<file path="config.mk">
export PLATFORM = sky130hd
export DESIGN_NAME = sdram_burst_reader_flat
export DESIGN_NICKNAME = d
export VERILOG_FILES = /design/src/rtl/sdram_burst_reader_if.sv /design/src/rtl/sdram_burst_reader.sv /design/src/flat_wrapper.sv
export SDC_FILE = /design/constraint.sdc
export NUM_CORES = 1
export LEC_CHECK = 0
export ABC_CLOCK_PERIOD_IN_PS = 9410
export CORE_MARGIN = 4
export CORE_UTILIZATION = 60
export CTS_CLUSTER_SIZE = 24
export DETAILED_ROUTE_END_ITERATION = 8
export DONT_BUFFER_PORTS = 1
export PLACE_DENSITY = 0.85
export SETUP_SLACK_MARGIN = 0.15
export SLEW_MARGIN = 20
export SYNTH_ARGS = -nofsm -noshare
export SYNTH_HDL_FRONTEND = slang
export SYNTH_SLANG_ARGS = --single-unit
</file>
<file path="constraint.sdc">
create_clock -name clk -period 9.41 [get_ports clk]
set_clock_uncertainty 0.05 [all_clocks]
set_input_delay 1.882 -clock clk [delete_from_list [all_inputs] [get_ports clk]]
set_output_delay 1.882 -clock clk [all_outputs]
set_load 0.01 [all_outputs]
</file>
<file path="src/rtl/sdram_burst_reader_if.sv">
// Burst-reader bundle: start/status, EasySDRAM command and readout ports, output stream.
// slave is the reader's view; master is the view of the controller/consumer side.
interface sdram_burst_reader_if;
    logic        start;
    logic [24:0] startAddr;
    logic [10:0] length;
    logic        busy;
    logic        done;
    logic        cmdWrite;
    logic        cmdFull;
    logic        cmdIsWrite;
    logic [24:0] cmdAddress;
    logic [1:0]  cmdWriteMask;
    logic [15:0] cmdWriteData;
    logic        readValid;
    logic [24:0] raddr;
    logic [15:0] rdata;
    logic        outValid;
    logic [15:0] outData;
    logic        outReady;

    modport slave (
        input  start, startAddr, length, cmdFull, readValid, raddr, rdata, outReady,
        output busy, done, cmdWrite, cmdIsWrite, cmdAddress, cmdWriteMask, cmdWriteData,
               outValid, outData
    );

    modport master (
        output start, startAddr, length, cmdFull, readValid, raddr, rdata, outReady,
        input  busy, done, cmdWrite, cmdIsWrite, cmdAddress, cmdWriteMask, cmdWriteData,
               outValid, outData
    );
endinterface

</file>
<file path="src/rtl/sdram_burst_reader.sv">
// Sequential-burst read engine in front of EasySDRAM: issues consecutive reads,
// collects in-order readouts in a FWFT buffer and streams them out.
module sdram_burst_reader #(
    parameter int DEPTH = 16
) (
    input  logic                 clk,
    input  logic                 rst,
    sdram_burst_reader_if.slave  bus
);
    localparam int AW = $clog2(DEPTH);
    localparam logic [AW:0] INF_MAX = (AW+1)'(DEPTH);
    localparam logic [AW:0] PTR_ONE = (AW+1)'(1);

    typedef enum logic [1:0] {IDLE, RUN, FLUSH} state_t;

    state_t      r_state, w_next;
    logic [24:0] r_issueAddr, r_expAddr;
    logic [10:0] r_issueLeft, r_recvLeft, r_outLeft;
    logic [AW:0] r_inflight, r_wptr, r_rptr;
    logic [15:0] r_mem [DEPTH];
    logic        r_doneHs;

    logic w_start, w_issue, w_accept, w_pop, w_lastPop, w_empty, w_full;

    assign w_empty   = (r_wptr == r_rptr);
    assign w_full    = (r_wptr[AW-1:0] == r_rptr[AW-1:0]) && (r_wptr[AW] != r_rptr[AW]);
    assign w_start   = (r_state == IDLE) && bus.start;
    assign w_issue   = (r_state == RUN) && (r_issueLeft != '0) && !bus.cmdFull &&
                       (r_inflight < INF_MAX);
    assign w_accept  = (r_state != IDLE) && bus.readValid && (r_recvLeft != '0) &&
                       (bus.raddr == r_expAddr);
    assign w_pop     = !w_empty && bus.outReady;
    assign w_lastPop = w_pop && (r_outLeft == 11'd1);

    // A zero-length burst finishes combinationally in its single FLUSH cycle;
    // a normal burst reports done the cycle after its final handshake.
    assign bus.busy         = (r_state != IDLE);
    assign bus.done         = r_doneHs || ((r_state == FLUSH) && (r_outLeft == '0));
    assign bus.cmdWrite     = w_issue;
    assign bus.cmdIsWrite   = 1'b0;
    assign bus.cmdAddress   = r_issueAddr;
    assign bus.cmdWriteMask = 2'b11;
    assign bus.cmdWriteData = '0;
    assign bus.outValid     = !w_empty;
    assign bus.outData      = r_mem[r_rptr[AW-1:0]];

    always_comb begin
        w_next = r_state;
        case (r_state)
            IDLE:  if (bus.start) w_next = (bus.length == '0) ? FLUSH : RUN;
            RUN:   if (w_lastPop) w_next = IDLE;
                   else if (r_issueLeft == '0) w_next = FLUSH;
            FLUSH: if ((r_outLeft == '0) || w_lastPop) w_next = IDLE;
            default: w_next = IDLE;
        endcase
    end

    always_ff @(posedge clk) begin
        if (rst) begin
            r_state     <= IDLE;
            r_issueAddr <= '0;
            r_expAddr   <= '0;
            r_issueLeft <= '0;
            r_recvLeft  <= '0;
            r_outLeft   <= '0;
            r_inflight  <= '0;
            r_wptr      <= '0;
            r_rptr      <= '0;
            r_doneHs    <= 1'b0;
        end else begin
            r_state  <= w_next;
            r_doneHs <= w_lastPop;
            if (w_start) begin
                r_issueAddr <= bus.startAddr;
                r_expAddr   <= bus.startAddr;
                r_issueLeft <= bus.length;
                r_recvLeft  <= bus.length;
                r_outLeft   <= bus.length;
            end else begin
                if (w_issue) begin
                    r_issueAddr <= r_issueAddr + 25'd1;
                    r_issueLeft <= r_issueLeft - 11'd1;
                end
                if (w_accept) begin
                    r_expAddr  <= r_expAddr + 25'd1;
                    r_recvLeft <= r_recvLeft - 11'd1;
                    r_wptr     <= r_wptr + PTR_ONE;
                end
                if (w_pop) begin
                    r_outLeft <= r_outLeft - 11'd1;
                    r_rptr    <= r_rptr + PTR_ONE;
                end
            end
            case ({w_issue, w_pop})
                2'b10:   r_inflight <= r_inflight + PTR_ONE;
                2'b01:   r_inflight <= r_inflight - PTR_ONE;
                default: ;
            endcase
        end
    end

    // Credits bound inflight to DEPTH, so a push into a full buffer is a design error.
    always_ff @(posedge clk) begin
        if (w_accept) r_mem[r_wptr[AW-1:0]] <= bus.rdata;
        if (!rst) assert (!(w_accept && w_full));
    end
endmodule
</file>
<file path="src/flat_wrapper.sv">
// flat-port wrapper written by rule: the top's interface ports become plain ports
module sdram_burst_reader_flat 
#(
    parameter int DEPTH = 16
)
  (clk, rst, bus_start, bus_startAddr, bus_length, bus_cmdFull, bus_readValid, bus_raddr, bus_rdata, bus_outReady, bus_busy, bus_done, bus_cmdWrite, bus_cmdIsWrite, bus_cmdAddress, bus_cmdWriteMask, bus_cmdWriteData, bus_outValid, bus_outData);
  sdram_burst_reader_if bus_i ();
  input  logic clk;
  input  logic rst;
  input wire logic [$bits(bus_i.start)-1:0] bus_start;
  input wire logic [$bits(bus_i.startAddr)-1:0] bus_startAddr;
  input wire logic [$bits(bus_i.length)-1:0] bus_length;
  input wire logic [$bits(bus_i.cmdFull)-1:0] bus_cmdFull;
  input wire logic [$bits(bus_i.readValid)-1:0] bus_readValid;
  input wire logic [$bits(bus_i.raddr)-1:0] bus_raddr;
  input wire logic [$bits(bus_i.rdata)-1:0] bus_rdata;
  input wire logic [$bits(bus_i.outReady)-1:0] bus_outReady;
  output wire logic [$bits(bus_i.busy)-1:0] bus_busy;
  output wire logic [$bits(bus_i.done)-1:0] bus_done;
  output wire logic [$bits(bus_i.cmdWrite)-1:0] bus_cmdWrite;
  output wire logic [$bits(bus_i.cmdIsWrite)-1:0] bus_cmdIsWrite;
  output wire logic [$bits(bus_i.cmdAddress)-1:0] bus_cmdAddress;
  output wire logic [$bits(bus_i.cmdWriteMask)-1:0] bus_cmdWriteMask;
  output wire logic [$bits(bus_i.cmdWriteData)-1:0] bus_cmdWriteData;
  output wire logic [$bits(bus_i.outValid)-1:0] bus_outValid;
  output wire logic [$bits(bus_i.outData)-1:0] bus_outData;
  assign bus_i.start = bus_start;
  assign bus_i.startAddr = bus_startAddr;
  assign bus_i.length = bus_length;
  assign bus_i.cmdFull = bus_cmdFull;
  assign bus_i.readValid = bus_readValid;
  assign bus_i.raddr = bus_raddr;
  assign bus_i.rdata = bus_rdata;
  assign bus_i.outReady = bus_outReady;
  assign bus_busy = bus_i.busy;
  assign bus_done = bus_i.done;
  assign bus_cmdWrite = bus_i.cmdWrite;
  assign bus_cmdIsWrite = bus_i.cmdIsWrite;
  assign bus_cmdAddress = bus_i.cmdAddress;
  assign bus_cmdWriteMask = bus_i.cmdWriteMask;
  assign bus_cmdWriteData = bus_i.cmdWriteData;
  assign bus_outValid = bus_i.outValid;
  assign bus_outData = bus_i.outData;
  sdram_burst_reader #(.DEPTH(DEPTH)) u_core (.clk(clk), .rst(rst), .bus(bus_i));
endmodule
</file>
# Word-level counts from Yosys, hierarchy flattened
# Memories as Yosys holds them, arrays and structs flattened. A register that Yosys moved wholly into a read port is not among the register bits.
# Cells that the tools add are included.
word_totals:
  reg_bits: 101
  out_inout_bits: 64
  ram_bits: 256
  inputBits: 83
  memories: 1
  elab_cells: 81
mem_list:
  columns: ["memory", "depth", "width", "read_ports", "rd_ports_with_merged_regs", "write_ports", "line", "rtl"]
  rows:
  - ["u_core.r_mem", 16, 16, 1, 1, 1, "sdram_burst_reader.sv:20", "logic [15:0] r_mem [DEPTH];"]
classes:
  magnitude_cmp: 1
  bitwise_logic: 1
  n_reduce_logical: 28
  eq_ne: 10
  n_mux: 21
  n_addsub: 9
op_table:
  columns: ["operator", "count"]
  rows:
  - ["25-bit two-way mux", 4]
  - ["11-bit two-way mux", 6]
  - ["25-bit by 1-bit adder with 25-bit output (second input constant)", 2]
  - ["11-bit logical NOT", 3]
  - ["11-bit by 1-bit subtractor with 11-bit output (second input constant)", 3]
  - ["25-bit == test", 1]
  - ["11-bit nonzero test", 2]
  - ["5-bit by 1-bit adder with 5-bit output (second input constant)", 3]
  - ["11-bit by 1-bit == test with 1-bit output (second input constant)", 1]
  - ["1-bit logical AND", 10]
  - ["2-bit two-way mux", 5]
  - ["5-bit case mux with 2 select lines", 1]
  - ["2-bit nonzero test", 5]
  - ["4-bit two-way mux", 2]
  - ["2-bit case mux with 3 select lines", 1]
  - ["5-bit == test", 1]
  - ["5-bit less-than comparator (second input constant)", 1]
  - ["5-bit by 1-bit subtractor with 5-bit output (second input constant)", 1]
  - ["2-bit by 1-bit == test with 1-bit output (second input constant)", 2]
  - ["2-bit == test (second input constant)", 2]
  - ["2-bit inequality test (second input constant)", 2]
  - ["2-bit AND reduction", 2]
  - ["3-bit by 2-bit inequality test with 1-bit output (second input constant)", 1]
  - ["3-bit AND reduction", 1]
  - ["5 further kinds", 8]

# Depth between registers and ports, before layout
# Gate-level depths: netlist of the first run.
logic_depth:
  word_depth: 7
  depth_mapped: 13
  mapped_depth_nobuf: 13

# Least setup slack after synthesis of the first run
# No wires, ideal clock.
synth_path:
  path_type: "input-to-reg"
  startpoint: "input bus_raddr[9]"
  endpoint: "memory u_core.r_mem[3][0] (enable)"
  t_required_ns: 8.951
  path_buffers: 2
  setup_time_ns: 0.409
  arrival_time_ns: 4.518
  path_stages: 7
  path_slack_ns: 4.433
  path_cell_list: "xnor2_1 > nand4_1 > or3_1 > clkbuf_1 > or4_1 > clkbuf_1 > nor3_1"
synth_via:
  elab_chain_len: 4
synth_rtl:
  columns: ["item", "line", "rtl"]
  rows:
  - ["start, declared", "flat_wrapper.sv:15", "input wire logic [$bits(bus_i.raddr)-1:0] bus_raddr;"]
  - ["25-bit == test", "sdram_burst_reader.sv:31", "(bus.raddr == r_expAddr);"]
  - ["1-bit logical AND", "sdram_burst_reader.sv:30", "assign w_accept = (r_state != IDLE) && bus.readValid && (r_recvLeft != '0) &&"]
  - ["1-bit two-way mux", "sdram_burst_reader.sv:104", "if (w_accept) r_mem[r_wptr[AW-1:0]] <= bus.rdata;"]
  - ["1-bit two-way mux (not written as such)", "sdram_burst_reader.sv:104", null]
  - ["end, declared", "sdram_burst_reader.sv:20", null]
# Every way passes these cells.

# Worst setup path in the final report of the first run
layout_path:
  startpoint: "input bus_cmdFull"
  endpoint: "output bus_cmdWrite"
layout_via:
  elab_chain_len: 3
layout_rtl:
  columns: ["item", "line", "rtl"]
  rows:
  - ["start, declared", "flat_wrapper.sv:13", "input wire logic [$bits(bus_i.cmdFull)-1:0] bus_cmdFull;"]
  - ["1-bit logical NOT", "sdram_burst_reader.sv:28", "assign w_issue = (r_state == RUN) && (r_issueLeft != '0) && !bus.cmdFull &&"]
  - ["1-bit logical AND (2 in series)", "sdram_burst_reader.sv:28", null]
  - ["end, declared", "flat_wrapper.sv:20", "output wire logic [$bits(bus_i.cmdWrite)-1:0] bus_cmdWrite;"]
# Every way passes these cells.

==> results of run 1 <==
layout by cell type (no fill, tap or decap), types with 22 or more instances in the layout:
cell         n
a21oi_1     56
buf_4       22
clkbuf_16   37
dfxtp_1    103
edfxtp_1   256
inv_1       28
mux4_2      80
nand2_1     55
nand3_1     36
nand4_1     27
nor2_1      62
o21ai_0     33
xnor2_1     39
xor2_1      41
registers in the layout (all words and copies together) (netlist names), named ones only:
register / count
u_core.bus.cmdAddress: 25
u_core.r_doneHs: 1
u_core.r_expAddr: 25
u_core.r_inflight: 5
u_core.r_issueLeft: 11
u_core.r_mem: 256
u_core.r_outLeft: 11
u_core.r_recvLeft: 11
u_core.r_rptr: 5
u_core.r_state: 2
u_core.r_wptr: 5
final cells by class:
type / count / area, um^2 / share of cell area, %
tap: 330 / 413 / 2.39
timing repair buffer: 22 / 165 / 0.958
clock inverter: 26 / 328 / 1.90
inverter: 28 / 105 / 0.610
clock buffer: 42 / 965 / 5.59
sequential: 361 / 9790 / 56.8
multi-input combinational: 661 / 5470 / 31.7
how the worst min path moves through the flow:
stage	slack [ns]	endpoint	depth (start not counted)
after floorplan	0.40	u_core.r_recvLeft[0]	2
after global placement	0.42	u_core.r_recvLeft[5]	2
after detailed placement	0.43	u_core.r_recvLeft[0]	2
after CTS	0.44	u_core.r_recvLeft[5]	2
after global routing	0.46	u_core.r_recvLeft[5]	2
final	0.44	u_core.r_recvLeft[5]	2
Yosys cell counts, drive strengths merged, types with 4 or more instances:
| cell type | count | area [um^2] |
|---|---|---|
| nand4 | 27 | 169 |
| and3 | 10 | 63.8 |
| and4 | 5 | 46.3 |
| edfxtp | 256 | 7690 |
| nor4 | 20 | 140 |
| nand2 | 56 | 210 |
| nor2b | 4 | 25.0 |
| nor3 | 19 | 100 |
| dfxtp | 105 | 2100 |
| or4 | 21 | 158 |
| or3 | 6 | 37.5 |
| nor2 | 62 | 233 |
| and2 | 6 | 37.5 |
| mux4 | 80 | 1800 |
| o21ai | 33 | 165 |
| ha | 15 | 188 |
| inv | 28 | 105 |
| nand4b | 5 | 43.8 |
| a21oi | 56 | 280 |
| clkbuf | 44 | 165 |
| buf | 31 | 189 |
| xor2 | 41 | 359 |
| nand3 | 36 | 180 |
| a31oi | 21 | 131 |
| xnor2 | 39 | 342 |
| a211oi | 14 | 105 |
| o31ai | 15 | 113 |
| or2 | 4 | 25.0 |
per-stage QoR:
stage | power [mW] | utilization, %
2_1_floorplan | 2.00 | -
3_3_place_gp | 2.04 | 62.8
3_5_place_dp | 2.05 | 62.8
4_1_cts | 3.57 | 67.9
5_1_grt | 3.68 | 67.9
6_report | 3.56 | 67.9
power by group through the flow:
stage | clock network, mW | registers, mW | logic, mW
after global routing | 1.63 | 1.82 | 0.230
after global placement | 0 | 1.85 | 0.195
after floorplan | 0 | 1.83 | 0.172
after detailed placement | 0 | 1.85 | 0.201
final | 1.54 | 1.82 | 0.207
after CTS | 1.55 | 1.81 | 0.203
logic make-up after synthesis:
logic type / count (synthesis) / synth area share (%)
other: 2 / 0.0481
AO/OA/AOI/OAI: 164 / 6.45
flip-flops: 361 / 62.7
XOR/XNOR: 80 / 4.49
adder cells (fa/ha/maj): 16 / 1.33
multiplexers: 81 / 11.6
AND/OR/NAND/NOR: 301 / 10.5
buffers and inverters: 103 / 2.94
critical path, stage by stage:
cell and delay (ns):
nor4b_1 0.55, nand2_1 0.26, inv_1 0.50
per-layer routing:
metal  wire (um)  up-vias
li1            -     4291
met1       13900     4913
met4         811        2
met5          13        -
met2       19500      495
met3        3120       60
==> results.ini, run 1 <==
[floorplanning]
initial_core_util_pct = 61.5
core_area_um2 = 25400
io-pin-count = 147
die_area_um2 = 28700
die_x_um = 169
dieHeight_um = 169
rows = 58

[synth]
synth_edf_count = 256
synth.distinct_cells = 64
syn_area_um2 = 15600
synthCells = 1108
synth-seq-cells = 361
ys.flop_type = edfxtp_1
ys_seq_area_share_pct = 62.7
yosysWarnings = 0
syn_area_per_cell_um2 = 14.1
async_reset_ff_share_pct = 0

[clocking]
cts.path.max_buffers = 3
cts_num_sinks = 361
holdBufCountCts = 0
htreeDepth = 2
cts-root-buf = clkbuf_16
path_clk_slew_ns = 0.06
insertion_delay_ns = 0.55
cts_tree = built
cts_buffers = 37
cts.repair.resized = 0
post_cts_buffers = 0

[grt]
grt_util_met2_pct = 45.6
grt_max_degree = 67
use_met1_pct = 33.9
grt-ovfl-total = 0
grt_busiest_layer = met2
antenna_found_initial = 1
grt_pass1_vias = 9699
grt_util_all_layers_pct = 26.0
grt_pass1_wl_um = 57500
use_met3_pct = 5.33

[routing]
drt_iter0_markers = 1105
drt-total-wl_um = 37400
drtAntennaViolNets = 0
first_pass_iters = 6
route.detailed.drc = 0
wl_per_cell_um = 25.4
viasPerCell = 6.64
vias = 9761

[sta]
worst_pin_slew_ns = 1.11
fin_setup_tns_ns = 0
rsz0062_at_grt = no
setup_viol = 0
hold_viol = 0
fin_ws_ns = 4.29
fin_crit_sh_pct = 54.4
hold_slack_ns = 0.439
slew_headroom_pct = 26.0
max_freq_ghz = 0.195
finalCriticalPeriod_ns = 5.12
slew_viol_final = 0

[worst_setup_path]
endpoint = bus_cmdWrite
required_ns = 7.48
crit_start = bus_cmdFull
timing.rr.start = u_core.r_expAddr[0]
worstSetupPathType = in2out
reg2regPathDepth = 7
reg2reg_to = u_core.r_mem[8][13]
crit_fanout = 16
worst_ep_arrival_time_ns = 3.19
rrSetupSlack_ns = 5.91
startpoint_type = primary input
cp-end-kind = output pin

[placement]
dp_cells = 1402
dp_hpwl_um = 22100
pre_cts_ws_ns = 4.45
portBuffers = 0
placed_cell_area_um2 = 15900
finalWeightedCongestion = 0.923

[finish]
fillCellCount = 1649
syn2layout_area_growth_pct = 10.4
finalInstanceArea_um2 = 17200
fin_cells = 1470
fin_nets = 1210
antenna_cells = 0
layout-drive-gt1-share_pct = 16.4

[power]
power_frac_comb_pct = 5.8
p_clk_share_pct = 43.2
internal_power_mw = 2.72
p_switching_mw = 0.840
max-vdd-ir-drop_v = 0.000217
powerDensity_nw_per_um2 = 207
seqPwrFrac_pct = 51.0
swShare_pct = 23.6
leakagePower_nw = 5.44

[job]
max-cap-violations = 0

[min_path]
hold_path_class = reg2reg
min_from = u_core.r_recvLeft[5]

[run_status]
status = finished, final reports clean

Power figures use the tool's default switching activity.
==> run 2, diff against run 1 <==
--- a/config.mk
+++ b/config.mk
@@ -5,13 +5,13 @@
 export SDC_FILE = /design/constraint.sdc
 export NUM_CORES = 1
 export LEC_CHECK = 0
-export ABC_CLOCK_PERIOD_IN_PS = 9410
+export ABC_CLOCK_PERIOD_IN_PS = 4200
 export CORE_MARGIN = 4
-export CORE_UTILIZATION = 60
+export CORE_UTILIZATION = 57
 export CTS_CLUSTER_SIZE = 24
 export DETAILED_ROUTE_END_ITERATION = 8
 export DONT_BUFFER_PORTS = 1
-export PLACE_DENSITY = 0.85
+export PLACE_DENSITY = 0.84
 export SETUP_SLACK_MARGIN = 0.15
 export SLEW_MARGIN = 20
 export SYNTH_ARGS = -nofsm -noshare
==> constraint.sdc (replaced) <==
create_clock -name clk -period 4.2 [get_ports clk]
set_clock_uncertainty 0.05 [all_clocks]
set_input_delay 0.84 -clock clk [delete_from_list [all_inputs] [get_ports clk]]
set_output_delay 0.84 -clock clk [all_outputs]
set_load 0.01 [all_outputs]
==> run 2 against run 1 <==
  * Non-clock buffer count increased by 3
  * Final area increased by 0.28%
  * Global-route usage decreased by 0.68 points
  * Count of clock-buffer cells in the layout decreased by 1
  * Combinational power increased by 130%
  * Largest cell class unchanged
  * Clock power increased by 120%
  * Final cell count increased by 0.95%
  * Largest power group unchanged
  * Sequential power increased by 120%
  * Setup slack got worse by 3.7 ns
  * Critical path depth unchanged
==> results.ini, run 2 (same netlist as run 1, synthesis figures left out) <==
[run_status]
status = finished, final reports clean

[clocking]
cts_tree = built
cts_num_sinks = 361  ; unchanged
post_cts_buffers = 0  ; unchanged
holdBufCountCts = 0  ; unchanged
cts.path.max_buffers = 3  ; unchanged
cts_buffers = 37  ; unchanged
path_clk_slew_ns = 0.06  ; about the same
htreeDepth = 2  ; unchanged
insertion_delay_ns = 0.54  ; about the same
cts.repair.resized = 0  ; unchanged
cts-root-buf = clkbuf_16

[power]
seqPwrFrac_pct = 51.1  ; about the same
swShare_pct = 23.5  ; -0.055 points
p_clk_share_pct = 43.0  ; -0.2 points
power_frac_comb_pct = 5.9  ; about the same
leakagePower_nw = 5.43  ; about the same
power_mw = 7.96  ; +120%
max-vdd-ir-drop_v = 0.000422  ; +94%
powerDensity_nw_per_um2 = 461  ; +120%
internal_power_mw = 6.09  ; +120%
p_switching_mw = 1.87  ; +120%

[finish]
seq_area_um2 = 9790  ; unchanged
layout-drive-gt1-share_pct = 16.4  ; +0.044 points
fin_util_pct = 64.2  ; -3.7 points
multi_input_area_um2 = 5470  ; -0.11%
antenna_cells = 0  ; unchanged
final_common_cell = edfxtp_1
syn2layout_area_growth_pct = 10.7
most-common-layout-cells = 256 x edfxtp_1, 103 x dfxtp_1, 80 x mux4_2
fillCellCount = 1851  ; +12%
fin_nets = 1213  ; +0.25%
largest_reg_flops = 256  ; unchanged

[sta]
max_freq_ghz = 0.280
finalCriticalPeriod_ns = 3.58
slew_viol_final = 0  ; unchanged
fin_setup_tns_ns = 0  ; unchanged
worst_pin_slew_ns = 1.16  ; +0.0493 ns
rsz0062_at_grt = no
hold_viol = 0  ; unchanged
fin_crit_sh_pct = 85.2
slew_headroom_pct = 22.7  ; -3.3 points
setup_viol = 0  ; unchanged

[routing]
drtAntennaViolNets = 0  ; unchanged
first_pass_iters = 5  ; -1
route.detailed.drc = 0  ; unchanged
wl_per_cell_um = 26.1  ; +2.6%
drt_iter0_markers = 1203  ; +8.9%
vias = 9848  ; +0.89%
viasPerCell = 6.64  ; about the same
drt-total-wl_um = 38700  ; +3.6%

[grt]
grt-ovfl-total = 0  ; unchanged
grt_max_degree = 79  ; +18%
grt_util_all_layers_pct = 25.4  ; -0.68 points
grt_pass1_wl_um = 58900  ; +2.5%
antenna_found_initial = 0  ; -1
grt_pass1_vias = 9729  ; +0.31%

[worst_setup_path]
worst_ep_arrival_time_ns = 2.69  ; -0.50 ns
crit_fanout = 22  ; +6
cp-end-kind = output pin
rrSetupSlack_ns = 0.87  ; -5.04 ns
cp_top_family = multiplexers
worstSetupPathType = reg2out
path_buf_inv = 1  ; unchanged
cp_num_cells = 3  ; unchanged
crit_top_cell = mux4_2
crit_chain = buf_4, mux4_2, mux4_2
required_ns = 3.31  ; -4.17 ns
startpoint_type = register
cp_slowest_cell = dfxtp_4
max_stage_delay_ns = 0.64  ; +0.09 ns
reg2regPathDepth = 12  ; +5

[floorplanning]
io-pin-count = 147  ; unchanged
die_x_um = 174  ; +2.5%
core_area_um2 = 27000  ; +6.1%
rows = 60  ; +3.4%
initial_core_util_pct = 58.0  ; -3.5 points
dieHeight_um = 174  ; +2.5%
die_area_um2 = 30100  ; +5.0%

[placement]
portBuffers = 0  ; unchanged
finalWeightedCongestion = 0.934  ; +1.2%
dp_hpwl_um = 22900  ; +3.4%

[min_path]
hold_path_class = in2reg
hold_path_depth = 1  ; -1

[job]
max-cap-violations = 0  ; unchanged

-- run 2: routing by layer --
metal	share of wire, %	track usage (%)	up-vias
met4	3.7	8.51	0
met2	52	44.7	526
met5	0	0	-
met1	36	32.0	4930
li1	-	-	4286
met3	8.2	4.62	106
-- run 2: layout make-up --
class | count | area share, %
Clock buffer | 41 | 5.56
Clock inverter | 27 | 1.88
Inverter | 28 | 0.608
Multi-Input combinational cell | 661 | 31.6
Sequential cell | 361 | 56.6
Tap cell | 341 | 2.47
Timing Repair Buffer | 25 | 1.23
-- run 2: power by group through the flow --
stage	Combinational [mW]	Sequential, mW	Clock [mW]
2_1_floorplan	0.386	4.09	0
3_3_place_gp	0.442	4.13	0
3_5_place_dp	0.458	4.14	0
4_1_cts	0.462	4.06	3.46
5_1_grt	0.522	4.08	3.62
6_report	0.469	4.07	3.43
-- run 2: worst paths after layout --
path / start / end
min reg2reg: u_core.r_recvLeft[0] / u_core.r_recvLeft[0]
min: rst / u_core.bus.cmdAddress[20]
max reg2reg: u_core.r_issueLeft[2] / u_core.r_inflight[4]
max: register / bus_outData[0]
-- run 2: through the flow --
| stage | setup WS [ns] | hold WS (ns) | instance area [um^2] | instances |
|---|---|---|---|---|
| after floorplan | 0.265 | 0.404 | 15700 | 1125 |
| after CTS | 0.532 | 0.308 | 17300 | 1484 |
| final | 0.624 | 0.318 | 17300 | 1484 |
| after detailed placement | 0.642 | 0.426 | 16000 | 1416 |
| after global placement | 0.735 | 0.407 | 16000 | 1416 |
| after global routing | 0.450 | 0.310 | 17300 | 1484 |
==> run 3, diff against run 2 <==
--- a/config.mk
+++ b/config.mk
@@ -6,12 +6,15 @@
 export NUM_CORES = 1
 export LEC_CHECK = 0
 export ABC_CLOCK_PERIOD_IN_PS = 4200
-export CORE_MARGIN = 4
-export CORE_UTILIZATION = 57
+export CELL_PAD_IN_SITES_DETAIL_PLACEMENT = 1
+export CELL_PAD_IN_SITES_GLOBAL_PLACEMENT = 2
+export CORE_MARGIN = 2
+export CORE_UTILIZATION = 41
+export CTS_CLUSTER_DIAMETER = 30
 export CTS_CLUSTER_SIZE = 24
 export DETAILED_ROUTE_END_ITERATION = 8
 export DONT_BUFFER_PORTS = 1
-export PLACE_DENSITY = 0.84
+export PLACE_DENSITY = 0.85
 export SETUP_SLACK_MARGIN = 0.15
 export SLEW_MARGIN = 20
 export SYNTH_ARGS = -nofsm -noshare
==> run 3 against run 2 <==
  * Die area up 32%
  * Highest routed layer unchanged
  * Via count grew 3.0%
  * Hold slack got worse by 0.042 ns
  * Core utilization shrank 14 points
  * Combinational power up 5.8%
  * Sequential cell count did not move
==> results.ini, run 3 (same netlist as run 1, synthesis figures left out) <==
[clocking]
cts_tree = built
insertion_delay_ns = 0.59  ; +0.05 ns
cts.path.max_buffers = 3  ; unchanged
cts_buffers = 78  ; +110%
holdBufCountCts = 0  ; unchanged
path_clk_slew_ns = 0.05  ; about the same
cts-root-buf = clkbuf_16
post_cts_buffers = 0  ; unchanged
cts.repair.resized = 0  ; unchanged
htreeDepth = 3  ; +1
cts_num_sinks = 361  ; unchanged

[run_status]
status = finished, final reports clean

[worst_setup_path]
max_stage_delay_ns = 0.70  ; +0.06 ns
cp_num_cells = 3  ; unchanged
reg2regPathDepth = 12  ; unchanged
path_buf_inv = 1  ; unchanged
cp-end-kind = output pin
cp_slowest_cell = dfxtp_4
required_ns = 3.31  ; about the same
cp_top_family = multiplexers
crit_top_cell = mux4_2
worstSetupPathType = reg2out
worst_ep_arrival_time_ns = 2.74  ; +0.05 ns
crit_chain = buf_4, mux4_2, mux4_2
crit_fanout = 25  ; +14%
startpoint_type = register

[floorplanning]
rows = 71  ; +18%
dieHeight_um = 199  ; +15%
die_x_um = 199  ; +15%
initial_core_util_pct = 41.6  ; -16 points
core_area_um2 = 37600  ; +39%
die_area_um2 = 39700  ; +32%
io-pin-count = 147  ; unchanged

[job]
max-cap-violations = 0  ; unchanged

[finish]
antenna_cells = 0  ; unchanged
syn2layout_area_growth_pct = 21.6
final_common_cell = edfxtp_1
fin_util_pct = 50.6  ; -14 points
most-common-layout-cells = 256 x edfxtp_1, 103 x dfxtp_1, 80 x mux4_2
fin_cells = 1736  ; +17%
layout-drive-gt1-share_pct = 22.2  ; +5.8 points
fin_nets = 1265  ; +4.3%
finalInstanceArea_um2 = 19000  ; +9.9%
largest_reg_flops = 256  ; unchanged

[grt]
grt-ovfl-total = 0  ; unchanged
grt_max_degree = 72  ; -8.9%
antenna_found_initial = 0  ; unchanged
grt_pass1_wl_um = 67600  ; +15%
grt_util_all_layers_pct = 23.2  ; -2.2 points
grt_pass1_vias = 10925  ; +12%

[routing]
route.detailed.drc = 0  ; unchanged
drt-total-wl_um = 44800  ; +16%
first_pass_iters = 5  ; unchanged
vias = 10140  ; +3.0%
drtAntennaViolNets = 0  ; unchanged
drt_iter0_markers = 630  ; -48%
viasPerCell = 5.84  ; -12%
wl_per_cell_um = 25.8  ; -0.98%

[sta]
hold_viol = 0  ; unchanged
setup_viol = 0  ; unchanged
slew_headroom_pct = 27.6  ; +4.9 points
max_freq_ghz = 0.276  ; -1.4%
fin_setup_tns_ns = 0  ; unchanged
worst_pin_slew_ns = 1.08  ; -0.0736 ns
hold_slack_ns = 0.277  ; -0.0416 ns
rsz0062_at_grt = no
fin_ws_ns = 0.573  ; -0.0503 ns
slew_viol_final = 0  ; unchanged
finalCriticalPeriod_ns = 3.63  ; +0.0503 ns
fin_crit_sh_pct = 86.3  ; +1.2 points

[placement]
finalWeightedCongestion = 0.817  ; -13%
placed_cell_area_um2 = 16300  ; +2.2%
portBuffers = 0  ; unchanged
dp_cells = 1597  ; +13%
pre_cts_ws_ns = 0.569  ; -0.0736 ns
dp_hpwl_um = 26900  ; +18%

[power]
max-vdd-ir-drop_v = 0.000334  ; -21%
leakagePower_nw = 6.16  ; +13%
power_mw = 10.7  ; +35%
powerDensity_nw_per_um2 = 565  ; +23%

[min_path]
hold_path_depth = 1  ; unchanged
hold_path_class = in2reg

[run 3: changes by cell type in the layout (fill, tap and decap cells not counted), moves of 2 or more]
cell / before / now
clkbuf_8: 2 / 10
clkbuf_1: 2 / 10
clkinv_4: 1 / 3
nor2_1: 62 / 52
bufinv_16: 5 / 9
buf_12: 2 / 4
clkinv_2: 5 / 9
nor2_2: 0 / 10
clkbuf_16: 37 / 79
inv_6: 1 / 3
buf_4: 23 / 32
[run 3: report_power, final]
group	total [mW]	internal [mW]	switching, mW
sequential	4.08	3.92	0.161
combinational	0.496	0.187	0.309
clock	6.15	4.16	1.98
[run 3: metal layers]
metal / track usage [%] / part of all wire, % / vias up
met3: 6.43 / 7.1 / 94
met2: 39.7 / 51 / 370
li1: - / - / 4429
met5: 0 / 0 / -
met1: 27.5 / 39 / 5247
met4: 9.31 / 3.2 / 0
[run 3: worst paths after layout]
kind	startpoint	to	slack (ns)
worst max-delay path	register	bus_outData[0]	0.57
worst min-delay path	rst	u_core.r_issueLeft[9]	0.28
worst max register to register	u_core.r_issueLeft[2]	u_core.r_inflight[4]	0.72
worst min register to register	u_core.r_recvLeft[5]	u_core.r_recvLeft[5]	0.44
[run 3: worst register-to-register path: stages (launching register included)]
cell and delay (ns):
dfxtp_1 0.35, nor4_1 0.54, nand4b_1 0.35, nand2_1 0.34, ha_1 0.29, inv_1 0.11
fa_1 0.40, nor2b_1 0.18, o21ai_0 0.12, and3_1 0.20, nor3_1 0.22, xnor2_1 0.16
nor2_1 0.05
[run 3: final cells by class]
cell class	count	area [um^2]
Multi-Input combinational cell	661	5490
Clock buffer	99	2150
Timing Repair Buffer	36	320
Inverter	28	105
Fill cell	3689	18600
Tap cell	511	639
Clock inverter	40	494
Sequential cell	361	9790
